### src/rtl/transfer_datapath_if.sv
// Memory port of transfer_datapath: the datapath is the master, the memory is the slave.
// Handshake: master raises o_mem_req with o_mem_we/o_mem_addr/o_mem_wdata stable and holds
// all four until the slave returns a one-cycle i_mem_ack (i_mem_rdata valid in that cycle).
interface transfer_datapath_if #(
  parameter int DATA_W = 8,
  parameter int ADDR_W = 8
);
  logic              o_mem_req;
  logic              o_mem_we;
  logic [ADDR_W-1:0] o_mem_addr;
  logic [DATA_W-1:0] o_mem_wdata;
  logic [DATA_W-1:0] i_mem_rdata;
  logic              i_mem_ack;

  modport master (
    output o_mem_req, o_mem_we, o_mem_addr, o_mem_wdata,
    input  i_mem_rdata, i_mem_ack
  );

  modport slave (
    input  o_mem_req, o_mem_we, o_mem_addr, o_mem_wdata,
    output i_mem_rdata, i_mem_ack
  );
endinterface

### src/rtl/transfer_datapath.sv
// CPU register file + transfer executor with a stalling req/ack memory port.
// Optional bus-timeout abort is enabled with `define DATAPATH_BUS_TIMEOUT_EN.
module transfer_datapath #(
  parameter int                DATA_W   = 8,
  parameter int                ADDR_W   = 8,
  parameter logic [ADDR_W-1:0] PC_RESET = '0,
  parameter logic [ADDR_W-1:0] SP_RESET = '1
`ifdef DATAPATH_BUS_TIMEOUT_EN
  , parameter int              TIMEOUT_CYCLES = 16
`endif
) (
  input  logic              i_clk,
  input  logic              i_rstn,
  input  logic [3:0]        i_transfer_cmd,
  input  logic              i_inc_pc,
  input  logic [1:0]        i_inc_dec_sp,
  input  logic              i_mem_write_enable,
  input  logic              i_ap_sel,
  input  logic [DATA_W-1:0] i_alu_result,
  input  logic [DATA_W-1:0] i_in_data,
  output logic [DATA_W-1:0] o_opcode,
  output logic [DATA_W-1:0] o_a,
  output logic [DATA_W-1:0] o_ap,
  output logic [DATA_W-1:0] o_out_data,
  output logic              o_stall,
  output logic              o_bus_err,
  transfer_datapath_if.master mem,
  output logic [1:0]        o_dbg_state,
  output logic [ADDR_W-1:0] o_dbg_pc,
  output logic [ADDR_W-1:0] o_dbg_sp,
  output logic [ADDR_W-1:0] o_dbg_ma,
  output logic [DATA_W-1:0] o_dbg_md
);
  typedef enum logic [1:0] {IDLE = 2'd0, RD_WAIT = 2'd1, WR_WAIT = 2'd2} state_t;

  state_t            state;
  logic [ADDR_W-1:0] pc, sp, ma;
  logic [DATA_W-1:0] md, ir, a, ap, out_data;
  logic              pend_inc_pc;
  logic [1:0]        pend_sp;
  logic              mem_wr, mem_cmd, done, timeout;

  assign mem_wr  = (i_transfer_cmd == 4'h9) || i_mem_write_enable;
  assign mem_cmd = mem_wr || (i_transfer_cmd == 4'h2);
  assign done    = (state != IDLE) && (mem.i_mem_ack || timeout);
  assign o_stall = (state == IDLE) ? mem_cmd : !done;

  function automatic logic [ADDR_W-1:0] sp_next(input logic [ADDR_W-1:0] cur, input logic [1:0] op);
    case (op)
      2'b01:   sp_next = cur + 1'b1;
      2'b10:   sp_next = cur - 1'b1;
      default: sp_next = cur;
    endcase
  endfunction

  always_ff @(posedge i_clk or negedge i_rstn) begin
    if (!i_rstn) begin
      state           <= IDLE;
      pc              <= PC_RESET;
      sp              <= SP_RESET;
      ma              <= '0;
      md              <= '0;
      ir              <= '0;
      a               <= '0;
      ap              <= '0;
      out_data        <= '0;
      pend_inc_pc     <= 1'b0;
      pend_sp         <= 2'b00;
      mem.o_mem_req   <= 1'b0;
      mem.o_mem_we    <= 1'b0;
      mem.o_mem_addr  <= '0;
      mem.o_mem_wdata <= '0;
    end else begin
      case (state)
        IDLE: begin
          if (mem_cmd) begin
            // Issue only: PC/SP requests are parked until the access completes.
            state           <= mem_wr ? WR_WAIT : RD_WAIT;
            mem.o_mem_req   <= 1'b1;
            mem.o_mem_we    <= mem_wr;
            mem.o_mem_addr  <= ma;
            mem.o_mem_wdata <= md;
            pend_inc_pc     <= i_inc_pc;
            pend_sp         <= i_inc_dec_sp;
          end else begin
            case (i_transfer_cmd)
              4'h1: ma <= pc;
              4'h3: ir <= md;
              4'h4: ma <= md;
              4'h5: if (i_ap_sel) ap <= md; else a <= md;
              4'h6: ma <= ap;
              4'h7: ma <= sp;
              4'h8: md <= i_ap_sel ? ap : a;
              4'hA: if (i_ap_sel) ap <= i_alu_result; else a <= i_alu_result;
              4'hC: a <= i_in_data;
              4'hD: out_data <= a;
              4'hF: md <= pc;
              default: ;
            endcase
            // PC loads override the increment request.
            if (i_transfer_cmd == 4'hB)      pc <= md;
            else if (i_transfer_cmd == 4'hE) pc <= ap;
            else if (i_inc_pc)               pc <= pc + 1'b1;
            sp <= sp_next(sp, i_inc_dec_sp);
          end
        end
        RD_WAIT, WR_WAIT: begin
          if (done) begin
            // A timed-out read returns all ones; a timed-out write is simply dropped.
            if (state == RD_WAIT) md <= mem.i_mem_ack ? mem.i_mem_rdata : '1;
            if (pend_inc_pc) pc <= pc + 1'b1;
            sp            <= sp_next(sp, pend_sp);
            state         <= IDLE;
            mem.o_mem_req <= 1'b0;
          end
        end
        default: state <= IDLE;
      endcase
    end
  end

`ifdef DATAPATH_BUS_TIMEOUT_EN
  localparam int CNT_W = $clog2(TIMEOUT_CYCLES + 1);
  logic [CNT_W-1:0] wait_cnt;

  // wait_cnt = number of wait cycles already spent; abort in wait cycle TIMEOUT_CYCLES.
  assign timeout = (state != IDLE) && !mem.i_mem_ack &&
                   (wait_cnt == CNT_W'(TIMEOUT_CYCLES - 1));
  assign o_bus_err = timeout;

  always_ff @(posedge i_clk or negedge i_rstn) begin
    if (!i_rstn)            wait_cnt <= '0;
    else if (state == IDLE) wait_cnt <= '0;
    else                    wait_cnt <= wait_cnt + 1'b1;
  end
`else
  assign timeout   = 1'b0;
  assign o_bus_err = 1'b0;
`endif

  assign o_opcode    = ir;
  assign o_a         = a;
  assign o_ap        = ap;
  assign o_out_data  = out_data;
  assign o_dbg_state = state;
  assign o_dbg_pc    = pc;
  assign o_dbg_sp    = sp;
  assign o_dbg_ma    = ma;
  assign o_dbg_md    = md;
endmodule

### src/flat_wrapper.sv
// flat-port wrapper written by rule: the top's interface ports become plain ports
module transfer_datapath_flat 
#(
  parameter int                DATA_W   = 8,
  parameter int                ADDR_W   = 8,
  parameter logic [ADDR_W-1:0] PC_RESET = '0,
  parameter logic [ADDR_W-1:0] SP_RESET = '1

)
  (i_clk, i_rstn, i_transfer_cmd, i_inc_pc, i_inc_dec_sp, i_mem_write_enable, i_ap_sel, i_alu_result, i_in_data, o_opcode, o_a, o_ap, o_out_data, o_stall, o_bus_err, o_dbg_state, o_dbg_pc, o_dbg_sp, o_dbg_ma, o_dbg_md, mem_o_mem_req, mem_o_mem_we, mem_o_mem_addr, mem_o_mem_wdata, mem_i_mem_rdata, mem_i_mem_ack);
  transfer_datapath_if #(.DATA_W(DATA_W), .ADDR_W(ADDR_W)) mem_i ();
  input  logic i_clk;
  input  logic i_rstn;
  input  logic [3:0] i_transfer_cmd;
  input  logic i_inc_pc;
  input  logic [1:0] i_inc_dec_sp;
  input  logic i_mem_write_enable;
  input  logic i_ap_sel;
  input  logic [DATA_W-1:0] i_alu_result;
  input  logic [DATA_W-1:0] i_in_data;
  output logic [DATA_W-1:0] o_opcode;
  output logic [DATA_W-1:0] o_a;
  output logic [DATA_W-1:0] o_ap;
  output logic [DATA_W-1:0] o_out_data;
  output logic o_stall;
  output logic o_bus_err;
  output logic [1:0] o_dbg_state;
  output logic [ADDR_W-1:0] o_dbg_pc;
  output logic [ADDR_W-1:0] o_dbg_sp;
  output logic [ADDR_W-1:0] o_dbg_ma;
  output logic [DATA_W-1:0] o_dbg_md;
  output wire logic [$bits(mem_i.o_mem_req)-1:0] mem_o_mem_req;
  output wire logic [$bits(mem_i.o_mem_we)-1:0] mem_o_mem_we;
  output wire logic [$bits(mem_i.o_mem_addr)-1:0] mem_o_mem_addr;
  output wire logic [$bits(mem_i.o_mem_wdata)-1:0] mem_o_mem_wdata;
  input wire logic [$bits(mem_i.i_mem_rdata)-1:0] mem_i_mem_rdata;
  input wire logic [$bits(mem_i.i_mem_ack)-1:0] mem_i_mem_ack;
  assign mem_o_mem_req = mem_i.o_mem_req;
  assign mem_o_mem_we = mem_i.o_mem_we;
  assign mem_o_mem_addr = mem_i.o_mem_addr;
  assign mem_o_mem_wdata = mem_i.o_mem_wdata;
  assign mem_i.i_mem_rdata = mem_i_mem_rdata;
  assign mem_i.i_mem_ack = mem_i_mem_ack;
  transfer_datapath #(.DATA_W(DATA_W), .ADDR_W(ADDR_W), .PC_RESET(PC_RESET), .SP_RESET(SP_RESET)) u_core (.i_clk(i_clk), .i_rstn(i_rstn), .i_transfer_cmd(i_transfer_cmd), .i_inc_pc(i_inc_pc), .i_inc_dec_sp(i_inc_dec_sp), .i_mem_write_enable(i_mem_write_enable), .i_ap_sel(i_ap_sel), .i_alu_result(i_alu_result), .i_in_data(i_in_data), .o_opcode(o_opcode), .o_a(o_a), .o_ap(o_ap), .o_out_data(o_out_data), .o_stall(o_stall), .o_bus_err(o_bus_err), .mem(mem_i), .o_dbg_state(o_dbg_state), .o_dbg_pc(o_dbg_pc), .o_dbg_sp(o_dbg_sp), .o_dbg_ma(o_dbg_ma), .o_dbg_md(o_dbg_md));
endmodule
### config.mk
export PLATFORM = sky130hd
export DESIGN_NAME = transfer_datapath_flat
export DESIGN_NICKNAME = d
export VERILOG_FILES = /design/src/rtl/transfer_datapath_if.sv /design/src/rtl/transfer_datapath.sv /design/src/flat_wrapper.sv
export SDC_FILE = /design/constraint.sdc
export NUM_CORES = 1
export LEC_CHECK = 0
export ABC_AREA = 0
export CAP_MARGIN = 20
export CORE_MARGIN = 10
export CORE_UTILIZATION = 50
export DETAILED_ROUTE_END_ITERATION = 6
export PLACE_DENSITY = 0.91
export SLEW_MARGIN = 25
export SYNTH_ARGS = -nofsm -noshare
export SYNTH_HDL_FRONTEND = slang
export SYNTH_SLANG_ARGS = --single-unit
### constraint.sdc
create_clock -name i_clk -period 2.5 [get_ports i_clk]
set_input_delay 0.25 -clock i_clk [delete_from_list [all_inputs] [get_ports i_clk]]
set_output_delay 0.25 -clock i_clk [all_outputs]
set_load 0.05 [all_outputs]
# --- Word-level counts from Yosys, hierarchy flattened ---
# Index checks and enable logic that the tools add are counted.
# Widths: inputs -> output; s select.
word_totals:
  reg_bits: 87
  inputBits: 36
  out_inout_bits: 86
  wordCells: 109
op_classes:
  add_sub_neg: 3
  n_eq_ne: 34
  muxes: 34
  bitwise_logic: 1
  reduce_logical: 22
op_table:
  columns: ["cell", "n"]
  rows:
  - ["$mux 8", 17]
  - ["$pmux 8 s2", 7]
  - ["$eq 4x4->1 const B", 8]
  - ["$pmux 8 s4", 1]
  - ["$reduce_and 5->1", 5]
  - ["$pmux 8 s3", 1]
  - ["$add 8x1->8 const B", 2]
  - ["$eq 4x3->1 const B", 4]
  - ["$reduce_and 3->1", 4]
  - ["$ne 2x2->1 const B", 5]
  - ["$eq 4x2->1 const B", 2]
  - ["$ne 2x1->1 const B", 4]
  - ["$sub 8x1->8 const B", 1]
  - ["$eq 2x1->1 const B", 3]
  - ["$eq 2x2->1 const B", 3]
  - ["$mux 2", 3]
  - ["$ne 3x3->1 const B", 2]
  - ["$reduce_bool 2->1", 3]
  - ["$eq 4x1->1 const B", 1]
  - ["$ne 4x4->1 const B", 1]
  - ["$pmux 2 s2", 1]
  - ["$reduce_and 2->1", 2]
  - ["$reduce_bool 4->1", 1]
  - ["$mux 1", 3]
  - ["9 further kinds", 10]

# --- Logic depth before layout (Yosys ltp) ---
depth:
  ltp_word: 6
  depth_mapped: 9
  depth_no_buf: 7

# --- Worst setup path after synthesis ---
# OpenSTA, ideal clock, no wires.
synth_path:
  path_kind: "register to output"
  startpoint: "register u_core.state[0] (netlist: u_core.o_dbg_state[0])"
  endpoint: "output port o_stall"
  t_arrival_ns: 2.138
  required_time_ns: 2.250
  path_slack_ns: 0.112
  path_stages_with_launch: 7
  path_buffers: 1
  path_cell_list: "dfrtp_1 inv_1 ha_1 nand2b_1 buf_2 nor3_2 nor2_1"
synth_via:
  elab_chain_len: 4
  elab_cells_between_ends: 5
  classes_between: "mux (1); reduce/logical (4)"
synth_rtl:
  columns: ["element", "line", "rtl"]
  rows:
  - ["start: declaration", "transfer_datapath.sv:36", "state_t state;"]
  - ["start signal: assignment", "transfer_datapath.sv:78", "state <= mem_wr ? WR_WAIT : RD_WAIT;"]
  - ["$reduce_bool 2->1", "transfer_datapath.sv:45", "assign done = (state != IDLE) && (mem.i_mem_ack || timeout);"]
  - ["$logic_and 1x1->1", "transfer_datapath.sv:45", null]
  - ["$logic_not 1->1", "transfer_datapath.sv:46", "assign o_stall = (state == IDLE) ? mem_cmd : !done;"]
  - ["$mux 1 *", "transfer_datapath.sv:46", null]
  - ["end: declaration", "flat_wrapper.sv:25", "output logic o_stall;"]
# Every way passes the cells marked *; elsewhere a longest branch is shown, timed or not.

# --- Final worst setup path ---
# Same ends and word-level chain as after synthesis.

==> impl_metrics.yaml <==
clocking:
  cts_inserted_buffers: 9
  tritoncts: "done"
  clkLatencyLatePin_ns: 0.37
  cts.sink_count: 87
  cts_max_level: 3
  clkSlewWorstSetupHoldPaths_ns: 0.09
  clock_tree.root_cell: "clkbuf_8"
  ctsLongestPathBuffers: 2
setup_path:
  worstSetupEndpointType: "primary output"
  cp-startpoint: "u_core.o_dbg_state[0]$_DFFE_PN0P_"
  critical_path_cell_count: 6
  reg2regPathDepth: 7
  path_cells: "inv_1 -> ha_2 -> nand2b_2 -> nor3_2 -> nor2_1 -> buf_12"
  category_of_cells_accounting_for_the_largest_share_of_critical_path_delay: "simple AND/OR/NAND/NOR gates"
  regToRegEndpoint: "u_core.o_dbg_sp[5]$_DFFE_PN1P_"
  cp_data_required_time_ns: 2.25
  worst_setup_path_start_kind: "flop"
  crit_path_max_incr_delay_ns: 0.40
  timing.critical_path.arrival_ns: 2.05
  critical_path.max_fanout: 7
  count_of_buffer_and_inverter_cells_on_the_critical_path: 2
  timing.critical_path.to: "o_stall"
  rr_startpoint: "u_core.o_dbg_state[1]$_DFFE_PN0P_"
  r2r_setup_slack_ns: 0.32
  cp_slowest_cell: "dfrtp_1"
  type_of_the_worst_setup_path: "flop to primary output"
timing:
  setup_viol_count_final: 0
  holdWs_ns: 0.4225
  clock_skew_ns: 0.009564
  worst_slew_margin_rel_pct: 60.40
  grt_setup_unrepaired: "false"
  timing.final.crit_period_ns: 2.303
  maximum_clock_frequency_mhz: 434.2
  actual_slew_at_the_worst_max_slew_pin_ns: 0.5940
  final_count_of_hold_timing_violations: 0
  setup-tns-final_ns: 0
  finalCritPeriodShare_pct: 92.13
  finalMaxSlewViolations: 0
global_route:
  grt_start_max_net_pins: 46
  grt_antenna_before_repair: 0
  grt_first_pass_wirelength_um: 25020
  grtUsageTotal_pct: 21.65
  global_route.overflow_total: 0
  grt_pass1_vias: 4655
power_and_ir_drop:
  static-leakage-power_nw: 2.739
  fin_total_pwr_mw: 10.13
  worst_ir_drop_vdd_mv: 0.9697
  power.density_mw_per_mm2: 1546
die:
  floorplan.initialDensity_pct: 50.63
  floorplan.die_area_mm2: 0.01417
  placementRows: 36
  die_w_um: 119.0
  floorplan.io_pins: 122
  design.core.area_mm2: 0.009684
  die_h_um: 119.0
synth:
  ys_async_sr_fraction_pct: 100.0
  dominant_combinational_cell_family_by_area_after_synthesis: "compound AO/OA/AOI/OAI gates"
  synth_ff_type: "dfrtp_1"
  synth_top_cells_by_count: "dfrtp_1, a21oi_1, nor2_1"
  yosys.area.top_type_share_pct: 40.32
  synth_seq_area_share_pct: 44.60
  syn_inst: 486
  yosys-top-cells-area: "dfrtp_1, mux2_2, a21oi_1"
  post_synthesis_share_of_cell_area_spent_on_full_adders_half_adders_and_majority_gates_pct: 1.531
  synth.yosys.warnings: 0
  yosysMostFrequentCell: "dfrtp_1"
  post_synth_edffs: 0
  synth-simple-area-share_pct: 16.79
  synth-seq-cells: 87
  syn-cell-area_mm2: 0.004903
  post_synth_mux_area_share_pct: 13.22
  synth_cell_types: 63
  postSynthAreaPerCell_um2: 10.09
  synthesized_netlist_net_count: 528
  area_fraction_in_compound_gates_after_synthesis_pct: 17.17
  post_synthesis_xor_xnor_area_fraction_pct: 1.965
  yosysTopAreaCell: "dfrtp_1"
drt:
  first_iter_violations: 456
  remaining_drc_errors: 0
  first_pass_detailed_route_iteration_total: 7
  postRouteWirelength_um: 15560
  num_vias: 4425
  routed_wire_length_per_instance_um: 20.70
  route.detailed.vias_per_inst: 5.884
  antenna_left: 0
placed_design:
  gp_routability_congestion: 0.9770
  post-place-cells: 735
  port_buffers: 120
  place_hpwl_um: 11660
cells_and_area:
  nets_finish: 656
  diodes: 0
  fraction_of_final_layout_cells_sized_beyond_drive_strength_1_pct: 18.58
  area_delta_synth_final_pct: 33.68
  post-route-util_pct: 67.69
  instances_no_fill: 752
status:
  outcome: "finished, final reports clean"
flow_run:
  max_cap_violations: 0
min_path:
  hp-class: "primary input to asynchronous set/reset pin"
-- through the flow --
| step | worst slack (ns) | instance area, um^2 |
|---|---|---|
| final | 0.1968 | 6555 |
| after global routing | 0.07764 | 6555 |
| after CTS | 0.1003 | 6553 |
| after detailed placement | 0.1576 | 6319 |
| after global placement | 0.2283 | 6319 |
| after floorplan | 0.1117 | 4903 |
-- final cells by class --
cell class	count	area, um^2
multi-input combinational	352	2494
fill	727	3129
clock buffer	10	127.6
timing repair buffer	146	1419
sequential	87	2187
clock inverter	6	93.84
tap	133	166.4
inverter	18	67.56
-- metal layers --
metal	global-route usage (%)	vias to the layer above	wire length [um]
met5	0	-	0
met4	7.405	0	301
met3	6.991	30	1496
met2	35.89	224	7735
met1	25.91	2157	6030
li1	-	2014	-
-- cell usage in the layout, fill, tap and decap left out, drive strengths merged, types with 3 or more instances in the layout --
cell / Yosys / layout
a21oi: 49 / 49
a221o: 8 / 8
a22oi: 4 / 4
a31oi: 4 / 4
and2: 8 / 8
and3: 5 / 5
buf: 23 / 27
clkbuf: 6 / 10
clkdlybuf4s50: 0 / 118
dfrtp: 79 / 79
dfstp: 8 / 8
ha: 6 / 6
inv: 18 / 19
mux2: 43 / 43
mux2i: 16 / 16
nand2: 31 / 31
nand2b: 5 / 5
nand3: 7 / 7
nand4: 4 / 4
nand4b: 3 / 3
nor2: 47 / 47
nor2b: 8 / 8
nor3: 10 / 10
nor4: 6 / 6
o21ai: 33 / 33
o22a: 4 / 4
o22ai: 16 / 16
o31ai: 3 / 3
xor2: 9 / 9
-- where the power goes --
group	internal [mW]	leakage [nW]	switching [mW]	total [mW]
combinational	2.17	1.58	3.90	6.07
sequential	2.11	1.05	0.829	2.94
clock	0.571	0.107	0.554	1.12
-- logic make-up after synthesis --
| logic type | after synthesis |
|---|---|
| and+or+nand+nor | 144 |
| AOI/OAI and AO/OA | 131 |
| DFF | 87 |
| muxes | 59 |
| buffers and inverters | 47 |
| xor gates and xnor gates | 11 |
| adders and majority gates | 6 |
| other | 1 |
-- worst min-delay path by stage --
stage / startpoint / to / slack [ns] / cells past startpoint
final: i_rstn / u_core.mem.o_mem_wdata[6]$_DFFE_PN0P_ / 0.42 / 2
after global routing: i_rstn / u_core.o_dbg_state[0]$_DFFE_PN0P_ / 0.48 / 2
after CTS: i_rstn / u_core.mem.o_mem_we$_DFFE_PN0P_ / 0.44 / 2
after detailed placement: i_rstn / u_core.mem.o_mem_we$_DFFE_PN0P_ / 0.29 / 1
after global placement: i_rstn / u_core.mem.o_mem_we$_DFFE_PN0P_ / 0.28 / 1
after floorplan: i_rstn / u_core.mem.o_mem_addr[0]$_DFFE_PN0P_ / -0.05 / 0
-- sequential cells by signal (all words and copies together), names as in the netlist, 2 cells and up --
signal                  count
u_core.mem.o_mem_addr       8
u_core.mem.o_mem_wdata      8
u_core.o_a                  8
u_core.o_ap                 8
u_core.o_dbg_ma             8
u_core.o_dbg_md             8
u_core.o_dbg_pc             8
u_core.o_dbg_sp             8
u_core.o_dbg_state          2
u_core.o_opcode             8
u_core.o_out_data           8
u_core.pend_sp              2
-- timing repair --
item	CTS	global route
setup buffers	0	0
setup endpoints to repair	1	3
gates resized for setup	1	1
hold buffers	1	0
hold endpoints to repair	35	0
No activity file was read; power rests on OpenSTA's default activity.
